==> config.mk <==
export PLATFORM = sky130hd
export DESIGN_NAME = pc_gen
export DESIGN_NICKNAME = d
export VERILOG_FILES = /design/src/rtl/pc_gen.sv
export SDC_FILE = /design/constraint.sdc
export NUM_CORES = 1
export LEC_CHECK = 0
export BUFFER_PORTS_ARGS = -buffer_cell sky130_fd_sc_hd__buf_2
export CELL_PAD_IN_SITES_DETAIL_PLACEMENT = 0
export CELL_PAD_IN_SITES_GLOBAL_PLACEMENT = 1
export CORE_MARGIN = 2
export CORE_UTILIZATION = 34
export CTS_CLUSTER_SIZE = 25
export DETAILED_ROUTE_END_ITERATION = 16
export HOLD_SLACK_MARGIN = 0.02
export MAX_ROUTING_LAYER = met4
export PLACE_DENSITY_LB_ADDON = 0.25
export SYNTH_ARGS = -nofsm -noshare
export SYNTH_HDL_FRONTEND = slang
export SYNTH_SLANG_ARGS = --single-unit
==> constraint.sdc <==
create_clock -name clk -period 1.8 [get_ports clk]
set_input_delay 0.36 -clock clk [delete_from_list [all_inputs] [get_ports clk]]
set_output_delay 0.36 -clock clk [all_outputs]
set_load 0.05 [all_outputs]
==> src/rtl/pc_gen.sv <==
// Program-counter generator at the head of the fetch stage.
// Drives the fetch address and chip enable, with branch/flush redirects.
module pc_gen #(
    parameter int                ADDR_W       = 32,
    parameter logic [ADDR_W-1:0] RESET_VECTOR = '0,
    parameter int                INST_BYTES   = 4,
    parameter int                STALL_W      = 6
) (
    input  logic               clk,
    input  logic               rst,
    input  logic [STALL_W-1:0] stall,
    input  logic               branch_flag_i,
    input  logic [ADDR_W-1:0]  branch_target_address_i,
    input  logic               flush_i,
    input  logic [ADDR_W-1:0]  new_pc_i,
    output logic [ADDR_W-1:0]  pc,
    output logic               ce,
    output logic               redirect_pending_o,
    output logic               misaligned_o
);

    localparam int ALIGN_W = $clog2(INST_BYTES);
    localparam logic [ADDR_W-1:0] STEP = ADDR_W'(INST_BYTES);

    typedef enum logic {
        S_OFF,
        S_RUN
    } state_t;

    state_t            state;
    logic              pend_valid;
    logic [ADDR_W-1:0] pend_target;
    logic              fetch_stall;

    assign fetch_stall        = stall[0];
    assign redirect_pending_o = pend_valid;

    // Upper stall bits belong to later stages and are not consumed here.
    generate
        if (STALL_W > 1) begin : g_stall_sink
            logic unused_stall;
            assign unused_stall = ^stall[STALL_W-1:1];
        end
    endgenerate

    // Misalignment flag for the exception unit; byte-wide fetch is never misaligned.
    generate
        if (ALIGN_W > 0) begin : g_align
            assign misaligned_o = |pc[ALIGN_W-1:0];
        end else begin : g_no_align
            assign misaligned_o = 1'b0;
        end
    endgenerate

    // Boot sequencing and prioritized next-pc selection; all outputs registered.
    always_ff @(posedge clk) begin
        if (rst) begin
            state       <= S_OFF;
            ce          <= 1'b0;
            pc          <= RESET_VECTOR;
            pend_valid  <= 1'b0;
            pend_target <= '0;
        end else begin
            unique case (state)
                S_OFF: begin
                    // First fetch after release is the reset vector itself.
                    state       <= S_RUN;
                    ce          <= 1'b1;
                    pc          <= RESET_VECTOR;
                    pend_valid  <= 1'b0;
                    pend_target <= '0;
                end
                S_RUN: begin
                    ce <= 1'b1;
                    if (flush_i) begin
                        // Exceptions win even over a stall; any branch is dropped.
                        pc         <= new_pc_i;
                        pend_valid <= 1'b0;
                    end else if (branch_flag_i && !fetch_stall) begin
                        pc         <= branch_target_address_i;
                        pend_valid <= 1'b0;
                    end else if (branch_flag_i) begin
                        // Park the target until fetch can move; newest wins.
                        pend_valid  <= 1'b1;
                        pend_target <= branch_target_address_i;
                    end else if (pend_valid && !fetch_stall) begin
                        pc         <= pend_target;
                        pend_valid <= 1'b0;
                    end else if (!fetch_stall) begin
                        pc <= pc + STEP;
                    end
                end
                default: begin
                    state <= S_OFF;
                    ce    <= 1'b0;
                    pc    <= RESET_VECTOR;
                end
            endcase
        end
    end

endmodule

# [After elaboration in Yosys (flattened, before gate mapping)]
# Cells that the tools add are included.
# Widths: inputs -> output; s select.
[word_totals] ff_bits=66 input_bits=74 output_inout_bits=35 elab_cells=34
[classes] n_addsub=1 n_eq_ne=6 mux=16 bitwise=1 n_reduce_logical=6
[ops] cell="$mux 32" count=8
[ops] cell="$pmux 32 s2" count=2
[ops] cell="$add 32x3->32 const B" count=1
[ops] cell="$ne 5x3->1 const B" count=2
[ops] cell="$ne 2x2->1 const B" count=3
[ops] cell="$mux 1" count=5
[ops] cell="$ne 4x3->1 const B" count=1
[ops] cell="$reduce_and 3->1" count=1
[ops] cell="$logic_and 1x1->1" count=2
[ops] cell="$pmux 1 s2" count=1
[ops] cell="$reduce_and 2->1" count=1
[ops] cell="$reduce_or 2->1" count=1
[ops] cell="$logic_not 1->1" count=1
[ops] cell="$not 1->1" count=1

# [Longest topological paths before layout]
# Gate-level depths: netlist of the first run.
[depth] ltp_word=7 ltp_mapped=7 mapped_depth_nobuf=6

# [Least setup slack after synthesis of the first run]
# OpenSTA, ideal clock, no wires.
[synth_timing] kind="register to register" start="register pc[5]" end="register pc[19]" setup_ns=0.059 t_arrival_ns=2.230 required_ns=1.741 setup_slack_ns=-0.489 stages_incl_launch_ff=8 path_buffers=2 period_less_slack_ns=2.289 cell_sequence="dfxtp_1 -> clkbuf_2 -> nand4_2 -> or3_1 -> clkbuf_1 -> or4_1 -> a31oi_1 -> o31a_1"
[synth_via] elab_chain_len=7
[synth_rtl] item="start: declaration" line="16" source="output logic [ADDR_W-1:0] pc,"
[synth_rtl] item="start signal: assignment" line="77" source="pc <= new_pc_i;"
[synth_rtl] item="start signal: assignment" line="80" source="pc <= branch_target_address_i;"
[synth_rtl] item="start signal: assignment" line="87" source="pc <= pend_target;"
[synth_rtl] item="$add 32x3->32" line="90" source="pc <= pc + STEP;"
[synth_rtl] item="$mux 32" line="89" source="end else if (!fetch_stall) begin"
[synth_rtl] item="$mux 32" line="86" source="end else if (pend_valid && !fetch_stall) begin"
[synth_rtl] item="$mux 32" line="82" source="end else if (branch_flag_i) begin"
[synth_rtl] item="$mux 32" line="79" source="end else if (branch_flag_i && !fetch_stall) begin"
[synth_rtl] item="$mux 32" line="75" source="if (flush_i) begin"
[synth_rtl] item="$pmux 32 s2" line="64" source="unique case (state)"
# No other way between the ends. The select of a mux whose other input is x is not followed.
# A chain may end at the register's enable or synchronous reset.

# [Worst setup path after layout of the first run]
[layout_timing] start="register pc[23]" end="register pc[24]"
# The elaborated chain is that of the path after synthesis.

==> run_summary.xml, run 1 <==
<?xml version="1.0" encoding="UTF-8"?>
<metrics>
  <group name="status">
    <metric name="status" unit="">finished, final reports clean</metric>
  </group>
  <group name="cts">
    <metric name="cts-root-buf" unit="">sky130_fd_sc_hd__clkbuf_16</metric>
    <metric name="tritoncts.num_buffers" unit="">9</metric>
    <metric name="cts-root-to-sink-buffers" unit="">2</metric>
    <metric name="post_cts_setup_buffer_count" unit="">0</metric>
    <metric name="cts_tree" unit="">yes</metric>
    <metric name="clk_transition_reported_paths" unit="ps">60</metric>
    <metric name="insertion_delay" unit="ps">340</metric>
    <metric name="maximum_level_of_the_cts_h_tree" unit="">3</metric>
    <metric name="clkSinkCount" unit="">66</metric>
  </group>
  <group name="critical_path">
    <metric name="cp_max_fo" unit="">6</metric>
    <metric name="r2r-end" unit="">pc[24]</metric>
    <metric name="path_class" unit="">reg2reg</metric>
    <metric name="critical_path_arrival" unit="ps">1950</metric>
    <metric name="setup.worst_path.start_class" unit="">flip-flop</metric>
    <metric name="crit_start" unit="">pc[23]</metric>
    <metric name="setup.worst_path.end_class" unit="">flip-flop</metric>
    <metric name="worst_ep_required_time" unit="ps">2020</metric>
    <metric name="reg2reg_from" unit="">pc[23]</metric>
    <metric name="reg2reg_setup_slack" unit="ps">80</metric>
    <metric name="reg2regPathDepth" unit="">5</metric>
  </group>
  <group name="synth">
    <metric name="synth-seq-area-share" unit="%">33.9</metric>
    <metric name="synth_fp_nets" unit="">577</metric>
    <metric name="asyncSetResetFlopFracSynth" unit="%">0</metric>
    <metric name="post_synth_inst_count" unit="">502</metric>
    <metric name="synth.avg_cell_area" unit="um^2">7.77</metric>
    <metric name="syn-cell-area" unit="mm^2">0.00390</metric>
    <metric name="yosys_most_used_dff" unit="">sky130_fd_sc_hd__dfxtp_1</metric>
    <metric name="netlist-cell-type-count" unit="">65</metric>
    <metric name="synth_edf_count" unit="">0</metric>
    <metric name="synth_seq_cells" unit="">66</metric>
    <metric name="synth_warnings" unit="">0</metric>
  </group>
  <group name="die">
    <metric name="boundaryPins" unit="">109</metric>
    <metric name="initial_utilization" unit="%">34.5</metric>
    <metric name="floorplan.die_area" unit="mm^2">0.0124</metric>
    <metric name="fp.dieH" unit="um">111</metric>
    <metric name="die_w" unit="um">111</metric>
    <metric name="floorplan.core_area" unit="mm^2">0.0113</metric>
    <metric name="floorplan.rows" unit="">39</metric>
  </group>
  <group name="sta">
    <metric name="finalMaxSlewViolations" unit="">0</metric>
    <metric name="postLayoutSetupSlackWorst" unit="ps">77.2</metric>
    <metric name="post-route-period-util" unit="%">95.7</metric>
    <metric name="timing_hold_violations_final" unit="">0</metric>
    <metric name="final_period_minus_worst_setup_slack" unit="ps">1720</metric>
    <metric name="fin_setup_tns" unit="ps">0</metric>
    <metric name="slew-limit-headroom" unit="%">66.2</metric>
    <metric name="setup_viol" unit="">0</metric>
    <metric name="setup_skew_after_layout" unit="ps">5.36</metric>
    <metric name="fmax" unit="GHz">0.580</metric>
    <metric name="max_slew.worst_pin.slew" unit="ps">505</metric>
  </group>
  <group name="layout">
    <metric name="num-nets-final" unit="">723</metric>
    <metric name="nFillCells" unit="">1173</metric>
    <metric name="antenna_cells" unit="">0</metric>
    <metric name="area_growth_syn_to_layout" unit="%">39.3</metric>
    <metric name="share_of_final_layout_standard_cells_stronger_than_drive_strength_1" unit="%">36.4</metric>
  </group>
  <group name="worst_hold_path">
    <metric name="worstHoldPathCells" unit="">2</metric>
    <metric name="worstHoldStart" unit="">new_pc_i[13]</metric>
    <metric name="hold_end" unit="">pc[13]</metric>
    <metric name="timing.hold.worst.class" unit="">in2reg</metric>
  </group>
  <group name="routing">
    <metric name="dr_total_vias" unit="">4556</metric>
    <metric name="drtPass1Iterations" unit="">5</metric>
    <metric name="first_iter_violations" unit="">290</metric>
    <metric name="detailed_route_vias_per_instance" unit="">5.72</metric>
    <metric name="top_layer" unit="">met4</metric>
    <metric name="drc" unit="">0</metric>
    <metric name="route.antenna.remaining_nets" unit="">0</metric>
    <metric name="met2WireLength" unit="um">6980</metric>
    <metric name="met3RoutedLength" unit="um">924</metric>
    <metric name="route.layer.met1.wl" unit="um">6610</metric>
    <metric name="wire_length_per_cell_after_detailed_routing" unit="um">18.5</metric>
    <metric name="drt_total_wl" unit="um">14800</metric>
  </group>
  <group name="global_route">
    <metric name="grt_pass1_wl" unit="um">23500</metric>
    <metric name="grt_max_degree" unit="">36</metric>
    <metric name="via_count_of_the_first_global_routing_pass" unit="">4463</metric>
    <metric name="gr-total-overflow" unit="">0</metric>
    <metric name="antenna_violations_before_repair" unit="">0</metric>
    <metric name="grt_usage" unit="%">24.5</metric>
  </group>
  <group name="pwr">
    <metric name="p_leak" unit="nW">2.26</metric>
    <metric name="power.density_cell_area" unit="mW/mm^2">729</metric>
    <metric name="power.ir.vdd_worst" unit="mV">0.433</metric>
  </group>
  <group name="place">
    <metric name="place.gp.congestion" unit="">0.862</metric>
    <metric name="dp_worst_setup_slack" unit="ps">-41.8</metric>
    <metric name="port_buffers" unit="">103</metric>
    <metric name="dp_hpwl" unit="um">10600</metric>
  </group>
  <group name="flow_run">
    <metric name="maxCapViolCount" unit="">0</metric>
  </group>
</metrics>
-- report_power, final --
group	leakage (nW)	internal [mW]	switching, mW
Combinational	1.57	0.274	0.445
Clock	0.136	1.05	0.661
Sequential	0.552	1.49	0.0419
Total	2.26	2.81	1.15
-- metal layers --
layer,track usage (%),vias up
li1,-,2190
met1,31.2,2176
met2,39.1,168
met3,4.98,22
met4,8.15,0
met5,-,-
-- worst max-delay path, cell delays in order (launching register included) --
cell	delay (ps)
sky130_fd_sc_hd__dfxtp_4	340
sky130_fd_sc_hd__nand4_1	120
sky130_fd_sc_hd__or4_4	610
sky130_fd_sc_hd__nor2_1	120
sky130_fd_sc_hd__o21ai_1	80
sky130_fd_sc_hd__a221o_2	340
-- per-stage QoR --
| stage | instances | util, % | cell area, um^2 | total power [mW] | hold slack, ps |
|---|---|---|---|---|---|
| 2_1_floorplan | 502 | - | 4030 | 1.96 | 457 |
| 3_3_place_gp | 780 | 45.2 | 5110 | 2.27 | 474 |
| 3_5_place_dp | 780 | 45.2 | 5110 | 2.28 | 477 |
| 4_1_cts | 796 | 47.7 | 5400 | 3.98 | 217 |
| 5_1_grt | 796 | 48.0 | 5440 | 4.10 | 224 |
| 6_report | 796 | 48.0 | 5440 | 3.96 | 223 |
-- kinds of logic (layout without fill, tap and decap cells) --
logic type	Yosys count	in the layout	share of synthesized area, %
DFF	66	66	33.9
xor gates and xnor gates	8	8	1.80
adders and majority gates	1	1	0.321
and+or+nand+nor	202	202	25.7
AOI/OAI and AO/OA	173	173	31.4
buffers and inverters	50	201	6.44
muxes	2	2	0.545
-- worst max path at each step --
stage | to | slack (ps) | cells past startpoint
4_1_cts | pc[27] | 30 | 6
3_3_place_gp | pc[27] | -0.3 | 5
2_1_floorplan | pc[19] | -60 | 7
3_5_place_dp | pc[27] | -40 | 5
6_report | pc[24] | 80 | 5
5_1_grt | pc[27] | -10 | 5
-- synthesized netlist by cell type (2+ instances only) --
cell	n	share of area [%]
sky130_fd_sc_hd__dfxtp_1	66	34
sky130_fd_sc_hd__nor2_1	56	5.4
sky130_fd_sc_hd__nand2_1	53	5.1
sky130_fd_sc_hd__a22oi_1	38	7.3
sky130_fd_sc_hd__o21ai_0	33	4.2
sky130_fd_sc_hd__clkbuf_1	30	2.9
sky130_fd_sc_hd__a21oi_1	22	2.8
sky130_fd_sc_hd__nand3_1	22	2.8
sky130_fd_sc_hd__a221oi_1	10	2.2
sky130_fd_sc_hd__o211ai_1	10	1.9
sky130_fd_sc_hd__nand4_1	9	1.4
sky130_fd_sc_hd__nor3_1	9	1.2
sky130_fd_sc_hd__inv_1	8	0.77
sky130_fd_sc_hd__o221ai_1	8	1.8
sky130_fd_sc_hd__a211oi_1	7	1.3
sky130_fd_sc_hd__and3_1	7	1.1
sky130_fd_sc_hd__nand2b_1	7	1.1
sky130_fd_sc_hd__nor2b_1	6	0.96
sky130_fd_sc_hd__nor4_1	6	0.96
sky130_fd_sc_hd__or3_1	6	0.96
sky130_fd_sc_hd__clkbuf_8	5	1.8
sky130_fd_sc_hd__o22a_1	5	1.1
sky130_fd_sc_hd__xor2_1	5	1.1
sky130_fd_sc_hd__a31oi_1	4	0.64
sky130_fd_sc_hd__o31ai_1	4	0.77
sky130_fd_sc_hd__or4_1	4	0.77
sky130_fd_sc_hd__a21o_1	3	0.58
sky130_fd_sc_hd__a221o_1	3	0.77
sky130_fd_sc_hd__a22o_1	3	0.67
sky130_fd_sc_hd__and2_1	3	0.48
sky130_fd_sc_hd__and4_1	3	0.67
sky130_fd_sc_hd__buf_2	3	0.38
sky130_fd_sc_hd__o22ai_1	3	0.48
sky130_fd_sc_hd__xnor2_1	3	0.67
sky130_fd_sc_hd__a2111oi_0	2	0.45
sky130_fd_sc_hd__a211o_1	2	0.45
sky130_fd_sc_hd__clkbuf_2	2	0.26
sky130_fd_sc_hd__o211a_1	2	0.51
sky130_fd_sc_hd__o2bb2ai_1	2	0.45
sky130_fd_sc_hd__o31a_1	2	0.45
sky130_fd_sc_hd__o32ai_1	2	0.45
-- state kept, by name, indices dropped and copies added, names as in the netlist --
name	count
redirect_pending_o	1
pend_target	32
state	1
pc	32
-- placed cells by master (no fill, tap or decap), types with 4 or more instances in the layout --
cell and count:
sky130_fd_sc_hd__buf_4 69, sky130_fd_sc_hd__o21ai_0 31, sky130_fd_sc_hd__nor2b_1 5, sky130_fd_sc_hd__a22oi_1 38
sky130_fd_sc_hd__o31ai_1 4, sky130_fd_sc_hd__nor3_1 8, sky130_fd_sc_hd__nand4_1 9, sky130_fd_sc_hd__o211ai_1 10
sky130_fd_sc_hd__a221oi_1 10, sky130_fd_sc_hd__a211oi_1 7, sky130_fd_sc_hd__nand3_1 20, sky130_fd_sc_hd__o221ai_1 8
sky130_fd_sc_hd__a21oi_1 21, sky130_fd_sc_hd__buf_2 103, sky130_fd_sc_hd__a31oi_1 4, sky130_fd_sc_hd__inv_1 8
sky130_fd_sc_hd__xor2_1 5, sky130_fd_sc_hd__o22a_1 5, sky130_fd_sc_hd__nand2b_1 7, sky130_fd_sc_hd__nor2_1 55
sky130_fd_sc_hd__buf_12 5, sky130_fd_sc_hd__and3_1 7, sky130_fd_sc_hd__nor4_1 5, sky130_fd_sc_hd__clkbuf_16 9
sky130_fd_sc_hd__or3_1 4, sky130_fd_sc_hd__dfxtp_4 20, sky130_fd_sc_hd__nand2_1 53, sky130_fd_sc_hd__dfxtp_1 43
-- repair_timing --
item                       CTS  global route
pin swaps                    0             1
resized for setup            1             9
hold buffers                 0             0
cloned                       0             0
setup endpoints to repair    2             7
-- area by class of cell --
type | instances | area [um^2] | area share [%]
clock buffers | 15 | 278 | 5.11
clock inverters | 1 | 7.51 | 0.138
inverters | 8 | 30.0 | 0.552
multi-input cells | 386 | 2410 | 44.3
flip-flops and latches | 66 | 1400 | 25.8
well taps | 143 | 179 | 3.29
repair buffers | 177 | 1130 | 20.9
Power figures use the tool's default switching activity.
==> run 2: changes to the inputs <==
--- a/config.mk
+++ b/config.mk
@@ -15,6 +15,7 @@
 export HOLD_SLACK_MARGIN = 0.02
 export MAX_ROUTING_LAYER = met4
 export PLACE_DENSITY_LB_ADDON = 0.25
+export SETUP_SLACK_MARGIN = 0.4
 export SYNTH_ARGS = -nofsm -noshare
 export SYNTH_HDL_FRONTEND = slang
 export SYNTH_SLANG_ARGS = --single-unit
==> run 2 against run 1 <==
  * Count of clock-buffer cells in the layout fell by 2
  * Maximum frequency is 2.2% higher
  * Cell count grew 5.5%
  * First-iteration DRC count is 20% higher
  * Worst hold slack improved by 7.3 ps
  * Non-clock buffer count increased by 43
  * Critical path type unchanged
  * Design area up 21%
  * Core utilization is 9.9 points higher
==> run_summary.xml, run 2 (synthesis gave the netlist of run 1 again) <==
<?xml version="1.0" encoding="UTF-8"?>
<metrics>
  <group name="worst_hold_path">
    <metric name="worstHoldPathCells" unit="">2</metric>
    <metric name="timing.hold.worst.class" unit="">in2reg</metric>
  </group>
  <group name="cts">
    <metric name="tritoncts.num_buffers" unit="">9</metric>
    <metric name="cts-root-buf" unit="">sky130_fd_sc_hd__clkbuf_16</metric>
    <metric name="clk_transition_reported_paths" unit="ps">60</metric>
    <metric name="maximum_level_of_the_cts_h_tree" unit="">3</metric>
    <metric name="clkSinkCount" unit="">66</metric>
    <metric name="insertion_delay" unit="ps">330</metric>
    <metric name="cts_tree" unit="">yes</metric>
    <metric name="cts-root-to-sink-buffers" unit="">2</metric>
    <metric name="cts_hold_buffers" unit="">0</metric>
  </group>
  <group name="layout">
    <metric name="most_used_cells_in_the_layout_excluding_fill_and_tap_cells" unit="">sky130_fd_sc_hd__buf_4 (87), sky130_fd_sc_hd__buf_2 (75), sky130_fd_sc_hd__nor2_1 (54), sky130_fd_sc_hd__nand2_1 (49), sky130_fd_sc_hd__dfxtp_1 (37)</metric>
    <metric name="layout.cells.most_common" unit="">sky130_fd_sc_hd__buf_4</metric>
    <metric name="share_of_final_layout_standard_cells_stronger_than_drive_strength_1" unit="%">50.8</metric>
    <metric name="antenna_cells" unit="">0</metric>
    <metric name="nFillCells" unit="">1013</metric>
    <metric name="post_layout_nonfiller_instances" unit="">840</metric>
    <metric name="num-nets-final" unit="">767</metric>
    <metric name="summed_area_of_non_filler_cells_in_the_final_layout" unit="mm^2">0.00656</metric>
    <metric name="area_growth_syn_to_layout" unit="%">68.1</metric>
    <metric name="layout_top_registers" unit="">pc x32, pend_target x32</metric>
    <metric name="multi_input_area" unit="mm^2">0.00287</metric>
    <metric name="seqCellArea" unit="mm^2">0.00142</metric>
  </group>
  <group name="pwr">
    <metric name="power.density_cell_area" unit="mW/mm^2">618</metric>
    <metric name="p_leak" unit="nW">2.73</metric>
    <metric name="report.power.total" unit="mW">4.05</metric>
    <metric name="power.ir.vdd_worst" unit="mV">0.435</metric>
  </group>
  <group name="place">
    <metric name="dp_hpwl" unit="um">10900</metric>
    <metric name="placement.cell_area" unit="mm^2">0.00518</metric>
    <metric name="port_buffers" unit="">103</metric>
    <metric name="place.gp.congestion" unit="">0.844</metric>
    <metric name="dp.cells" unit="">779</metric>
  </group>
  <group name="routing">
    <metric name="drtPass1Iterations" unit="">5</metric>
    <metric name="route.antenna.remaining_nets" unit="">0</metric>
    <metric name="first_iter_violations" unit="">348</metric>
    <metric name="dr_total_vias" unit="">4865</metric>
    <metric name="drc" unit="">0</metric>
    <metric name="detailed_route_vias_per_instance" unit="">5.79</metric>
    <metric name="wire_length_per_cell_after_detailed_routing" unit="um">19.4</metric>
    <metric name="drt_total_wl" unit="um">16300</metric>
  </group>
  <group name="critical_path">
    <metric name="setup.worst_path.end_class" unit="">flip-flop</metric>
    <metric name="reg2regPathDepth" unit="">6</metric>
    <metric name="reg2reg_setup_slack" unit="ps">110</metric>
    <metric name="worst_ep_required_time" unit="ps">2070</metric>
    <metric name="setup.worst_path.start_class" unit="">flip-flop</metric>
    <metric name="critical_path.endpoint" unit="">pc[19]</metric>
    <metric name="reg2reg_from" unit="">pc[7]</metric>
    <metric name="r2r-end" unit="">pc[19]</metric>
    <metric name="critical_path_arrival" unit="ps">1950</metric>
    <metric name="cp_max_fo" unit="">3</metric>
    <metric name="path_class" unit="">reg2reg</metric>
    <metric name="crit_start" unit="">pc[7]</metric>
  </group>
  <group name="global_route">
    <metric name="gr-total-overflow" unit="">0</metric>
    <metric name="grt_usage" unit="%">25.5</metric>
    <metric name="grt_max_degree" unit="">30</metric>
    <metric name="grt_pass1_wl" unit="um">24700</metric>
    <metric name="antenna_violations_before_repair" unit="">0</metric>
    <metric name="via_count_of_the_first_global_routing_pass" unit="">4869</metric>
  </group>
  <group name="sta">
    <metric name="slew-limit-headroom" unit="%">71.7</metric>
    <metric name="timing_hold_violations_final" unit="">0</metric>
    <metric name="fin_setup_tns" unit="ps">0</metric>
    <metric name="final_period_minus_worst_setup_slack" unit="ps">1690</metric>
    <metric name="fmax" unit="GHz">0.593</metric>
    <metric name="setup_skew_after_layout" unit="ps">9.75</metric>
    <metric name="max_slew.worst_pin.slew" unit="ps">424</metric>
    <metric name="setup_viol" unit="">0</metric>
    <metric name="rsz0062_at_grt" unit="">true</metric>
    <metric name="post-route-period-util" unit="%">93.6</metric>
    <metric name="finalMaxSlewViolations" unit="">0</metric>
  </group>
  <group name="flow_run">
    <metric name="maxCapViolCount" unit="">0</metric>
  </group>
  <group name="die">
    <metric name="initial_utilization" unit="%">34.5</metric>
    <metric name="die_w" unit="um">111</metric>
    <metric name="floorplan.die_area" unit="mm^2">0.0124</metric>
    <metric name="fp.dieH" unit="um">111</metric>
    <metric name="floorplan.core_area" unit="mm^2">0.0113</metric>
    <metric name="boundaryPins" unit="">109</metric>
    <metric name="floorplan.rows" unit="">39</metric>
  </group>
  <group name="status">
    <metric name="status" unit="">finished, final reports clean</metric>
  </group>
</metrics>
[run 2: changes by cell type in the layout (fill, tap and decap cells not counted), sizes merged]
cell      previous run  this run
clkinv               0         3
nand2b               7         8
clkbuf              15        22
buf                177       211
clkinvlp             1         0
[run 2: metal layers]
metal  GRT usage [%]  part of all wire (%)  vias up
met1            30.8                    42     2347
met2            42.6                    49      200
li1                -                     -     2283
met3            4.48                   6.9       35
met5               -                     0        -
met4            9.79                   2.2        0
[run 2: worst min path at each step]
stage / from / end / slack (ps)
after floorplan: pend_target[23] / pend_target[23] / 460
after global placement: pend_target[23] / pend_target[23] / 470
after detailed placement: pend_target[23] / pend_target[23] / 480
after CTS: new_pc_i[13] / pc[13] / 230
after global routing: new_pc_i[13] / pc[13] / 230
final: new_pc_i[13] / pc[13] / 230
[run 2: layout make-up]
cell class | instances | area share, %
Multi-Input combinational cell | 387 | 43.7
Timing Repair Buffer | 220 | 27.5
Sequential cell | 66 | 21.6
Clock buffer | 13 | 3.82
Tap cell | 143 | 2.73
Inverter | 8 | 0.458
Clock inverter | 3 | 0.229
[run 2: power by group]
group | switching [mW] | total (mW) | internal (mW)
sequential | 0.0487 | 1.54 | 1.49
clock | 0.664 | 1.63 | 0.965
combinational | 0.506 | 0.886 | 0.380
[run 2: stage by stage]
stage               setup WS, ps  hold WS [ps]  util, %
global route                31.0           226     57.9
CTS                          111           230     52.9
detailed placement          -105           483     45.8
global placement           -89.8           472     45.8
finish                       115           231     57.9
floorplan                  -55.3           457        -
[run 2: timing repair]
item	CTS	global route
buffers inserted	26	15
setup endpoints to repair	54	80
gates resized for setup	90	98
pin swaps	47	37
gates cloned	0	4
hold endpoints to repair	0	0
[run 2: worst max-delay path, cell delays in order, from the launching register on]
cell                      delay [ps]
sky130_fd_sc_hd__dfxtp_4         360
sky130_fd_sc_hd__buf_6            90
sky130_fd_sc_hd__nand4_4          80
sky130_fd_sc_hd__or3_4           380
sky130_fd_sc_hd__or4_1           420
sky130_fd_sc_hd__a31oi_1         150
sky130_fd_sc_hd__o31a_1          130
